[config.mk]
export PLATFORM = sky130hd
export DESIGN_NAME = alu_arbiter
export DESIGN_NICKNAME = d
export VERILOG_FILES = /design/src/rtl/alu_arbiter.sv
export SDC_FILE = /design/constraint.sdc
export NUM_CORES = 1
export LEC_CHECK = 0
export CORE_MARGIN = 1
export CORE_UTILIZATION = 41
export CTS_BUF_LIST = sky130_fd_sc_hd__clkbuf_8
export DETAILED_ROUTE_END_ITERATION = 16
export GPL_TIMING_DRIVEN = 0
export PLACE_DENSITY = 0.76
export SLEW_MARGIN = 5
export SYNTH_ARGS = -nofsm -noshare
export SYNTH_HDL_FRONTEND = slang
export SYNTH_SLANG_ARGS = --single-unit
[constraint.sdc]
create_clock -name clk -period 1.3 [get_ports clk]
set_input_delay 0.26 -clock clk [delete_from_list [all_inputs] [get_ports clk]]
set_output_delay 0.26 -clock clk [all_outputs]
set_load 0.02 [all_outputs]
[src/rtl/alu_arbiter.sv]
// alu_arbiter: round-robin sharing of one single-bit ALU between two
// requesters. The winner's op/operand are latched onto the ALU pins, held for
// SETTLE_CYCLES cycles, and the settled result is then returned to the winner
// with a one-cycle done pulse.
module alu_arbiter #(
  parameter int unsigned SETTLE_CYCLES = 1  // legal 1..15
) (
  input  logic       clk,
  input  logic       rst,
  input  logic       req0,
  input  logic [2:0] op0,
  input  logic [1:0] a0,
  output logic       gnt0,
  output logic       done0,
  output logic       res0,
  input  logic       req1,
  input  logic [2:0] op1,
  input  logic [1:0] a1,
  output logic       gnt1,
  output logic       done1,
  output logic       res1,
  output logic       busy,
  output logic       alu_m,
  output logic       alu_s1,
  output logic       alu_s0,
  output logic [1:0] alu_a,
  input  logic       alu_result
);

  typedef enum logic [0:0] {
    IDLE = 1'b0,
    WAIT = 1'b1
  } state_t;

  // Counter load value: the count runs down to zero, so the capture edge is
  // SETTLE_CYCLES edges after the grant edge.
  localparam logic [3:0] CNT_INIT = 4'(SETTLE_CYCLES - 1);

  state_t     state_r;
  logic [3:0] cnt_r;
  logic       last_r;   // requester granted most recently
  logic       win_r;    // requester owning the in-flight transaction
  logic       any_req_s;
  logic       win_s;

  // Arbitration: a lone requester always wins; a tie goes to the one not
  // served last.
  always_comb begin
    any_req_s = req0 | req1;
    win_s     = 1'b0;
    if (req0 && req1) begin
      win_s = ~last_r;
    end else if (req1) begin
      win_s = 1'b1;
    end else begin
      win_s = 1'b0;
    end
  end

  // Transaction FSM with all outputs registered; gnt/done default low so
  // each is a single-cycle pulse.
  always_ff @(posedge clk or posedge rst) begin
    if (rst) begin
      state_r <= IDLE;
      cnt_r   <= 4'd0;
      last_r  <= 1'b1;
      win_r   <= 1'b0;
      gnt0    <= 1'b0;
      gnt1    <= 1'b0;
      done0   <= 1'b0;
      done1   <= 1'b0;
      res0    <= 1'b0;
      res1    <= 1'b0;
      busy    <= 1'b0;
      alu_m   <= 1'b0;
      alu_s1  <= 1'b0;
      alu_s0  <= 1'b0;
      alu_a   <= 2'b00;
    end else begin
      gnt0  <= 1'b0;
      gnt1  <= 1'b0;
      done0 <= 1'b0;
      done1 <= 1'b0;
      case (state_r)
        IDLE: begin
          if (any_req_s) begin
            if (win_s) begin
              alu_m  <= op1[2];
              alu_s1 <= op1[1];
              alu_s0 <= op1[0];
              alu_a  <= a1;
              gnt1   <= 1'b1;
            end else begin
              alu_m  <= op0[2];
              alu_s1 <= op0[1];
              alu_s0 <= op0[0];
              alu_a  <= a0;
              gnt0   <= 1'b1;
            end
            last_r  <= win_s;
            win_r   <= win_s;
            cnt_r   <= CNT_INIT;
            busy    <= 1'b1;
            state_r <= WAIT;
          end else begin
            busy    <= 1'b0;
            state_r <= IDLE;
          end
        end
        WAIT: begin
          if (cnt_r != 4'd0) begin
            cnt_r <= cnt_r - 4'd1;
          end else begin
            if (win_r) begin
              res1  <= alu_result;
              done1 <= 1'b1;
            end else begin
              res0  <= alu_result;
              done0 <= 1'b1;
            end
            busy    <= 1'b0;
            state_r <= IDLE;
          end
        end
        default: begin
          busy    <= 1'b0;
          state_r <= IDLE;
        end
      endcase
    end
  end

endmodule

==> results of run 1 <==
cells by family after synthesis:
logic type | synth area share (%)
adders and majority gates | 1.54
muxes | 11.4
AOI/OAI and AO/OA | 12.8
DFF | 58.6
and+or+nand+nor | 12.9
buffers and inverters | 2.77
critical path: stages (launching register included):
cell and delay (ns):
dfrtp_1 0.39, inv_2 0.07, ha_4 0.15, and4bb_1 0.21, and2b_1 0.16, mux2_4 0.30
placed cells by master, fill, tap and decap left out, types with 2 or more instances in the layout:
| cell type | instances |
|---|---|
| inv_2 | 2 |
| dlygate4sd2_1 | 13 |
| nor2_1 | 7 |
| buf_4 | 4 |
| inv_1 | 3 |
| mux2_4 | 2 |
| clkbuf_8 | 3 |
| mux2i_1 | 7 |
| nand2_1 | 7 |
| o21ai_0 | 3 |
| dfrtp_1 | 18 |
| clkdlybuf4s50_1 | 12 |
| nand3_1 | 2 |
| a21oi_1 | 6 |
per-layer routing:
metal | part of all wire (%) | GRT usage [%]
met3 | 2.6 | 2.35
met4 | 1.1 | 10.6
met1 | 44 | 23.2
met2 | 53 | 32.2
met5 | 0 | 0
synthesized netlist by cell type, drive strengths merged:
cell type	instances	area [µm²]
a21boi	1	18.8
a21oi	6	30.0
a31oi	1	6.26
and2	1	6.26
and2b	1	7.51
and4bb	1	12.5
clkbuf	1	3.75
dfrtp	18	450
dfstp	1	26.3
ha	1	12.5
inv	5	18.8
mux2	2	22.5
mux2i	7	70.1
nand2	7	26.3
nand2b	1	6.26
nand3	2	10.0
nor2	7	26.3
o21ai	4	20.0
o21ba	1	10.0
o21bai	1	11.3
o31ai	1	7.51
or4b	1	10.0
through the flow:
stage / instances / util (%)
CTS: 128 / 66.2
floorplan: 71 / -
global placement: 122 / 62.5
finish: 129 / 67.2
global route: 129 / 67.2
detailed placement: 122 / 62.5
power by group through the flow:
stage / logic (mW) / clock network (mW) / registers (mW)
floorplan: 0.170 / 0 / 0.863
global placement: 0.496 / 0 / 0.766
detailed placement: 0.503 / 0 / 0.770
CTS: 0.465 / 0.416 / 0.759
global route: 0.510 / 0.431 / 0.773
finish: 0.465 / 0.396 / 0.757
what timing repair did:
item / in CTS / in global routing
setup endpoints to repair: 24 / 10
resized for setup: 18 / 3
buffers inserted: 3 / 1
pin swaps: 2 / 4
path summary, 6_finish.rpt:
path,slack [ns],start,to
worst max-delay path,-0.09,cnt_r[1],res0
worst min-delay path,0.37,req0,last_r
worst max register to register,-0.09,cnt_r[1],res0
worst min register to register,0.51,res0,res0
max in group asynchronous,0.44,rst,done0
min in group asynchronous,0.41,rst,cnt_r[2]
layout make-up:
cell class              count  area, µm²
flip-flops and latches     19        477
clock inverters             1       5.00
well taps                  25       31.3
fillers                   142        584
inverters                   5       18.8
multi-input cells          46        349
repair buffers             30        277
clock buffers               3       41.3
==> results.toml, run 1 <==
[timing]
worst_pin_slew_ns = 0.697
tns_ns = -0.260
setup_viol = 3
finalClockSkew_ns = 0.00409
hold_violations = 0
grt_setup_unrepaired = "true"
fmax_mhz = 718
fin_crit_sh_pct = 107
setup_slack_ns = -0.0934
slew_violations = 0
slew_headroom_pct = 53.5
layout_min_cycle_time_ns = 1.39
hold_ws_ns = 0.367

[pwr]
total_power_mw = 1.62
power_density_nw_per_um2 = 1350
internal-power_mw = 1.14
ir_drop_uv = 769
p_leak_nw = 0.589
p_clk_share_pct = 24.5
swShare_pct = 29.8
pwr-share-comb_pct = 28.7
p_seq_share_pct = 46.8
power_switching_uw = 482

[synth]
yosys_register_bits = 19
synthesis.nets = 87
ys_seq_area_share_pct = 58.6
yosysUniqueCellTypes = 23
synthCells = 71
avgSynthCellArea_um2 = 11.5
syn-cell-area_um2 = 813
yosysWarnings = 0

[floorplanning]
coreArea_um2 = 1780
initial_core_util_pct = 45.6
num_rows = 15
dieArea_um2 = 2170
boundaryPins = 27
die_h_um = 46.5
fp.dieW_um = 46.5

[clock_tree]
cts_buffers = 3
cts_root_buffer = "clkbuf_8"
clk_pin_slew_ns = 0.07
clk_path_buf_depth = 2
clk_latency_ns = 0.25
htree_levels = 1
clkSinkCount = 19
hold_buffers = 0
tritoncts = "done"

[setup_path]
path_class = "register to register"
r2r_cells = 5
crit_required_ns = 1.44
worst_setup_path_end_kind = "register"
start_kind = "register"
path_max_fanout = 4
crit_arrival_ns = 1.53

[min_path]
hp-class = "primary input to register"
min_path_cells = 2

[placed_design]
dp_hpwl_um = 1100
place_area_um2 = 1110
gp_congestion = 0.711
place_ws_ns = -0.343
io_buffers = 26

[grt]
grt_start_max_net_pins = 20
track_usage_pct = 19.1
antenna_found_initial = 0
grt_pass1_wl_um = 2820
grt-ovfl-total = 0
grt_pass1_vias = 645

[drt]
drcViolationCount = 0
via_per_inst = 4.88
antenna_left = 0
post_drt_wl_per_cell_um = 13.0
drt_iter0_markers = 8
drt-total-wl_um = 1680
first_pass_iters = 4
vias = 629

[outcome]
status = "complete, but fails checks"
violations = "negative setup slack"

[final_layout]
area_growth_pct = 47.4
fin_nets = 121
largest_reg_flops = 4
largest_register = "cnt_r"
largestRegisters = "cnt_r: 4 flops, alu_a: 2 flops"
antenna_cells = 0
final_area_um2 = 1200
drive_gt1_share_pct = 20.2

[job]
cap_violations = 0
(Power assumes the default switching activity.)
==> run 2: changes to the inputs <==
SLEW_MARGIN = unset   (was 5)
==> results of run 2 <==
Final layout, timing and power as in run 1 (identical DEF).
==> run 3: changes to the inputs <==
CORE_UTILIZATION = 39   (was 41)
CTS_BUF_LIST = sky130_fd_sc_hd__clkbuf_16   (was sky130_fd_sc_hd__clkbuf_8)
PLACE_DENSITY = 0.73   (was 0.76)
SLEW_MARGIN = 40   (was unset)
==> results.toml, run 3 (synthesis gave the netlist of run 1 again) <==
[outcome]
status = "complete, but fails checks"
violations = "negative setup slack"

[timing]
grt_setup_unrepaired = "true"
slew_headroom_pct = 54.1
fin_crit_sh_pct = 108
hold_ws_ns = 0.421
fmax_mhz = 712
setup_viol = 3
worst_pin_slew_ns = 0.688
setup_slack_ns = -0.104
hold_violations = 0
layout_min_cycle_time_ns = 1.40
tns_ns = -0.260
finalClockSkew_ns = 0.00148
slew_violations = 0

[drt]
via_per_inst = 4.87
post_drt_wl_per_cell_um = 13.2
drcViolationCount = 0
vias = 628
antenna_left = 0
drt_iter0_markers = 14
first_pass_iters = 4
drt-total-wl_um = 1700

[pwr]
ir_drop_uv = 829
power_density_nw_per_um2 = 1510
p_leak_nw = 0.584
total_power_mw = 1.82

[floorplanning]
initial_core_util_pct = 41.5
fp.dieW_um = 47.7
coreArea_um2 = 1960
num_rows = 16
boundaryPins = 27
die_h_um = 47.7
dieArea_um2 = 2270

[clock_tree]
clkSinkCount = 19
htree_levels = 1
clk_pin_slew_ns = 0.05
tritoncts = "done"
clk_latency_ns = 0.24
cts_buffers = 3
clk_path_buf_depth = 2
hold_buffers = 0
cts_root_buffer = "clkbuf_16"

[setup_path]
startpoint = "cnt_r[0]"
rr_startpoint = "cnt_r[0]"
crit_required_ns = 1.43
r2r-end = "res0"
cp-endpoint = "res0"
worst_setup_path_end_kind = "register"
reg2reg_slack_ns = -0.10
path_class = "register to register"
crit_arrival_ns = 1.53
path_max_fanout = 4
start_kind = "register"
r2r_cells = 5

[final_layout]
largest_reg_flops = 4
final_cell_mix = "dfrtp_1 (18), dlygate4sd2_1 (14), clkdlybuf4s50_1 (12)"
antenna_cells = 0
area_growth_pct = 48.3
drive_gt1_share_pct = 15.7
fin_nets = 119
mostFrequentLayoutCell = "dfrtp_1"
largest_register = "cnt_r"
largestRegisters = "cnt_r: 4 flops, alu_a: 2 flops"

[grt]
grt-ovfl-total = 0
grt_start_max_net_pins = 20
use_met1_pct = 22.7
use_met3_pct = 4.53
busiest_layer = "met2"
met2_usage_pct = 31.2
grt_pass1_vias = 615
track_usage_pct = 18.2
antenna_found_initial = 0
grt_pass1_wl_um = 2790

[placed_design]
gp_congestion = 0.716
io_buffers = 26
dp_hpwl_um = 1220
place_ws_ns = -0.399

[min_path]
hp-class = "primary input to async pin"

[job]
cap_violations = 0
-- run 3: cell count changes in the layout (fill, tap and decap cells not counted) --
cell,before,now
clkbuf_16,0,3
clkbuf_8,3,0
buf_4,4,2
clkinv_2,1,0
dlygate4sd2_1,13,14
dlymetal6s2s_1,1,0
inv_1,3,4
o31ai_1,0,1
o31ai_2,1,0
or4b_1,0,1
or4b_4,1,0
-- run 3: worst max-delay path: stages (launching register included) --
cell and delay, ns:
dfrtp_1 0.40, inv_2 0.08, ha_4 0.14, and4bb_1 0.21, and2b_1 0.16, mux2_4 0.30
-- run 3: power by group --
group          total (mW)  internal [mW]  switching [mW]
Clock               0.611          0.408           0.203
Sequential          0.758          0.698          0.0606
Combinational       0.450          0.213           0.237
-- run 3: how the worst min path moves through the flow --
stage | to | cells past startpoint
floorplan | alu_a[0] | 1
global placement | win_r | 2
detailed placement | res0 | 1
CTS | cnt_r[1] | 2
global route | alu_a[1] | 2
finish | alu_a[1] | 2
-- run 3: what timing repair did --
action	in CTS	in global routing
pin swaps	1	0
setup endpoints to repair	24	6
resized for setup	19	0
gates cloned	0	0
setup buffers	2	0
-- run 3: cell type report --
type                    count  area, µm²
clock buffers               3       75.1
clock inverters             1       3.75
fillers                   175        756
inverters                   5       18.8
multi-input cells          46        340
flip-flops and latches     19        477
well taps                  27       33.8
repair buffers             28        258
-- run 3: per-stage QoR --
stage	util [%]	instances	cell area [µm²]
finish	61.5	129	1210
global route	61.5	129	1210
CTS	61.5	129	1210
detailed placement	57.0	124	1120
global placement	57.0	124	1120
floorplan	-	71	823
-- run 3: routing by layer --
metal  wire [µm]  share of wire [%]  vias up
li1            -                  -      305
met1         708                 42      305
met3          62                3.6        0
met2         932                 55       18
met4           0                  0        0
met5           0                  0        -
==> RTL change: new RTL, flow settings as in run 3 <==
Reset style: synchronous (`rst`), changed in one clocked block.
--- a/src/rtl/alu_arbiter.sv
+++ b/src/rtl/alu_arbiter.sv
@@ -60,5 +60,5 @@
   // Transaction FSM with all outputs registered; gnt/done default low so
   // each is a single-cycle pulse.
-  always_ff @(posedge clk or posedge rst) begin
+  always_ff @(posedge clk) begin
     if (rst) begin
       state_r <= IDLE;
Behaviour: differs if rst is asserted again (counterexample within 4 cycles, from zero or initial values and one cycle with rst high); with rst held inactive, the same outputs for 10 cycles.
==> RTL change against run 3 <==
Synthesized area up 4.2%. Sequential cell count is the same. Critical path depth unchanged. Wire length increased by 15%. Count of clock-buffer cells in the layout stayed put. Final area grew 2.0%. Power down 16%. Worst setup slack improved by 0.12 ns. Fmax grew 9.5%.
==> RTL change: results <==
set metrics [dict create \
    fin_skew_ns 0.00261 \
    synth_cell_type_count 31 \
    place.detailed.hpwl_mm 1.38 \
    cp_data_arrival_time_ns 1.39 \
    clk_share_pct 6.51 \
    min_path_type "in -> reg" \
    numSequentialCells 19 \
    synth_fp_nets 107 \
    buffer_area_share_pct 21.7 \
    gr-usage-met3_pct 3.14 \
    met2_usage_pct 34.5 \
    r2r_end "cnt_r[0]$_SDFFE_PP0P_" \
    synthArstFlopShare_pct 0 \
    grt_pass1_wl_mm 3.58 \
    grt_pass1_vias 822 \
    synthTopCellsByCount "dfxtp_1, a21oi_1, nor2_1" \
    wire_per_inst_um 13.3 \
    use_met1_pct 22.7 \
    buffers 30 \
    rr_worst_depth 5 \
    drtIter0Drc 11 \
    fin_area_um2 1230 \
    numPortBuffers 25 \
    status "complete, no violations" \
    place_ws_ns -0.337 \
    yosys_most_used_dff "dfxtp_1" \
    grtUsageTotal_pct 19.2 \
    place.gp.congestion 0.781 \
    peakVddDrop_uv 763 \
    hold_ws_ns 0.398 \
    finalSetupTns_ns 0 \
    place_area_um2 1130 \
    cts_inserted_buffers 3 \
    power.leakage_nw 0.496 \
    avgSynthCellArea_um2 9.31 \
    ys_top_cells_by_area "dfxtp_1, a211oi_2, a21oi_1, nor3_1, nor2_1" \
    final_util_pct 61.4 \
    grt_max_degree 12 \
    sh_seq_area_pct 31.1 \
    vias 792 \
    drive_above_1_share_pct 20.7 \
    max-slew-margin-rel_pct 59.6 \
    worst_r2r_startpoint "cnt_r[0]$_SDFFE_PP0P_" \
    multi_input_area_share_pct 36.4 \
]
-- RTL change: worst max-delay path: stages (launching register included) --
cell and delay, ns:
dfxtp_2 0.33, inv_2 0.07, ha_4 0.16, or3b_4 0.41, nand3_1 0.10, a21oi_1 0.07
-- RTL change: report_power, final --
group          internal [mW]  switching [mW]  total (mW)
registers              0.618          0.0233       0.642
clock network          0.412           0.215       0.627
logic                  0.124           0.142       0.266
-- RTL change: cell families (layout without fill, tap and decap cells) --
| logic type | after synthesis | count (layout) | synth area share [%] |
|---|---|---|---|
| DFF | 19 | 19 | 44.9 |
| and+or+nand+nor | 33 | 33 | 20.8 |
| buffers and inverters | 9 | 39 | 5.02 |
| adders and majority gates | 1 | 1 | 1.48 |
| AOI/OAI and AO/OA | 29 | 29 | 27.8 |
-- RTL change: timing repair --
item | in CTS | in global routing
setup endpoints to repair | 22 | 5
pin swaps | 1 | 0
buffers inserted | 1 | 0
gates resized for setup | 23 | 1
endpoints found under the hold margin | 0 | 0
-- RTL change: how the worst max path moves through the flow --
stage | startpoint | slack, ns | to | cells past startpoint
final | cnt_r[0]$_SDFFE_PP0P_ | 0.02 | cnt_r[0]$_SDFFE_PP0P_ | 5
after global routing | state_r$_SDFF_PP0_ | -0.02 | cnt_r[3]$_SDFFE_PP0P_ | 4
after CTS | cnt_r[0]$_SDFFE_PP0P_ | 0.02 | state_r$_SDFF_PP0_ | 5
after detailed placement | req0 | -0.34 | alu_a[0]$_SDFFE_PP0P_ | 5
after global placement | req0 | -0.29 | alu_s0$_SDFFE_PP0P_ | 5
after floorplan | cnt_r[0]$_SDFFE_PP0P_ | 0.02 | state_r$_SDFF_PP0_ | 5
-- RTL change: per-layer routing --
layer	wire length [µm]	vias up
met4	10	0
met5	0	-
met3	92	2
li1	-	391
met1	867	376
met2	995	23
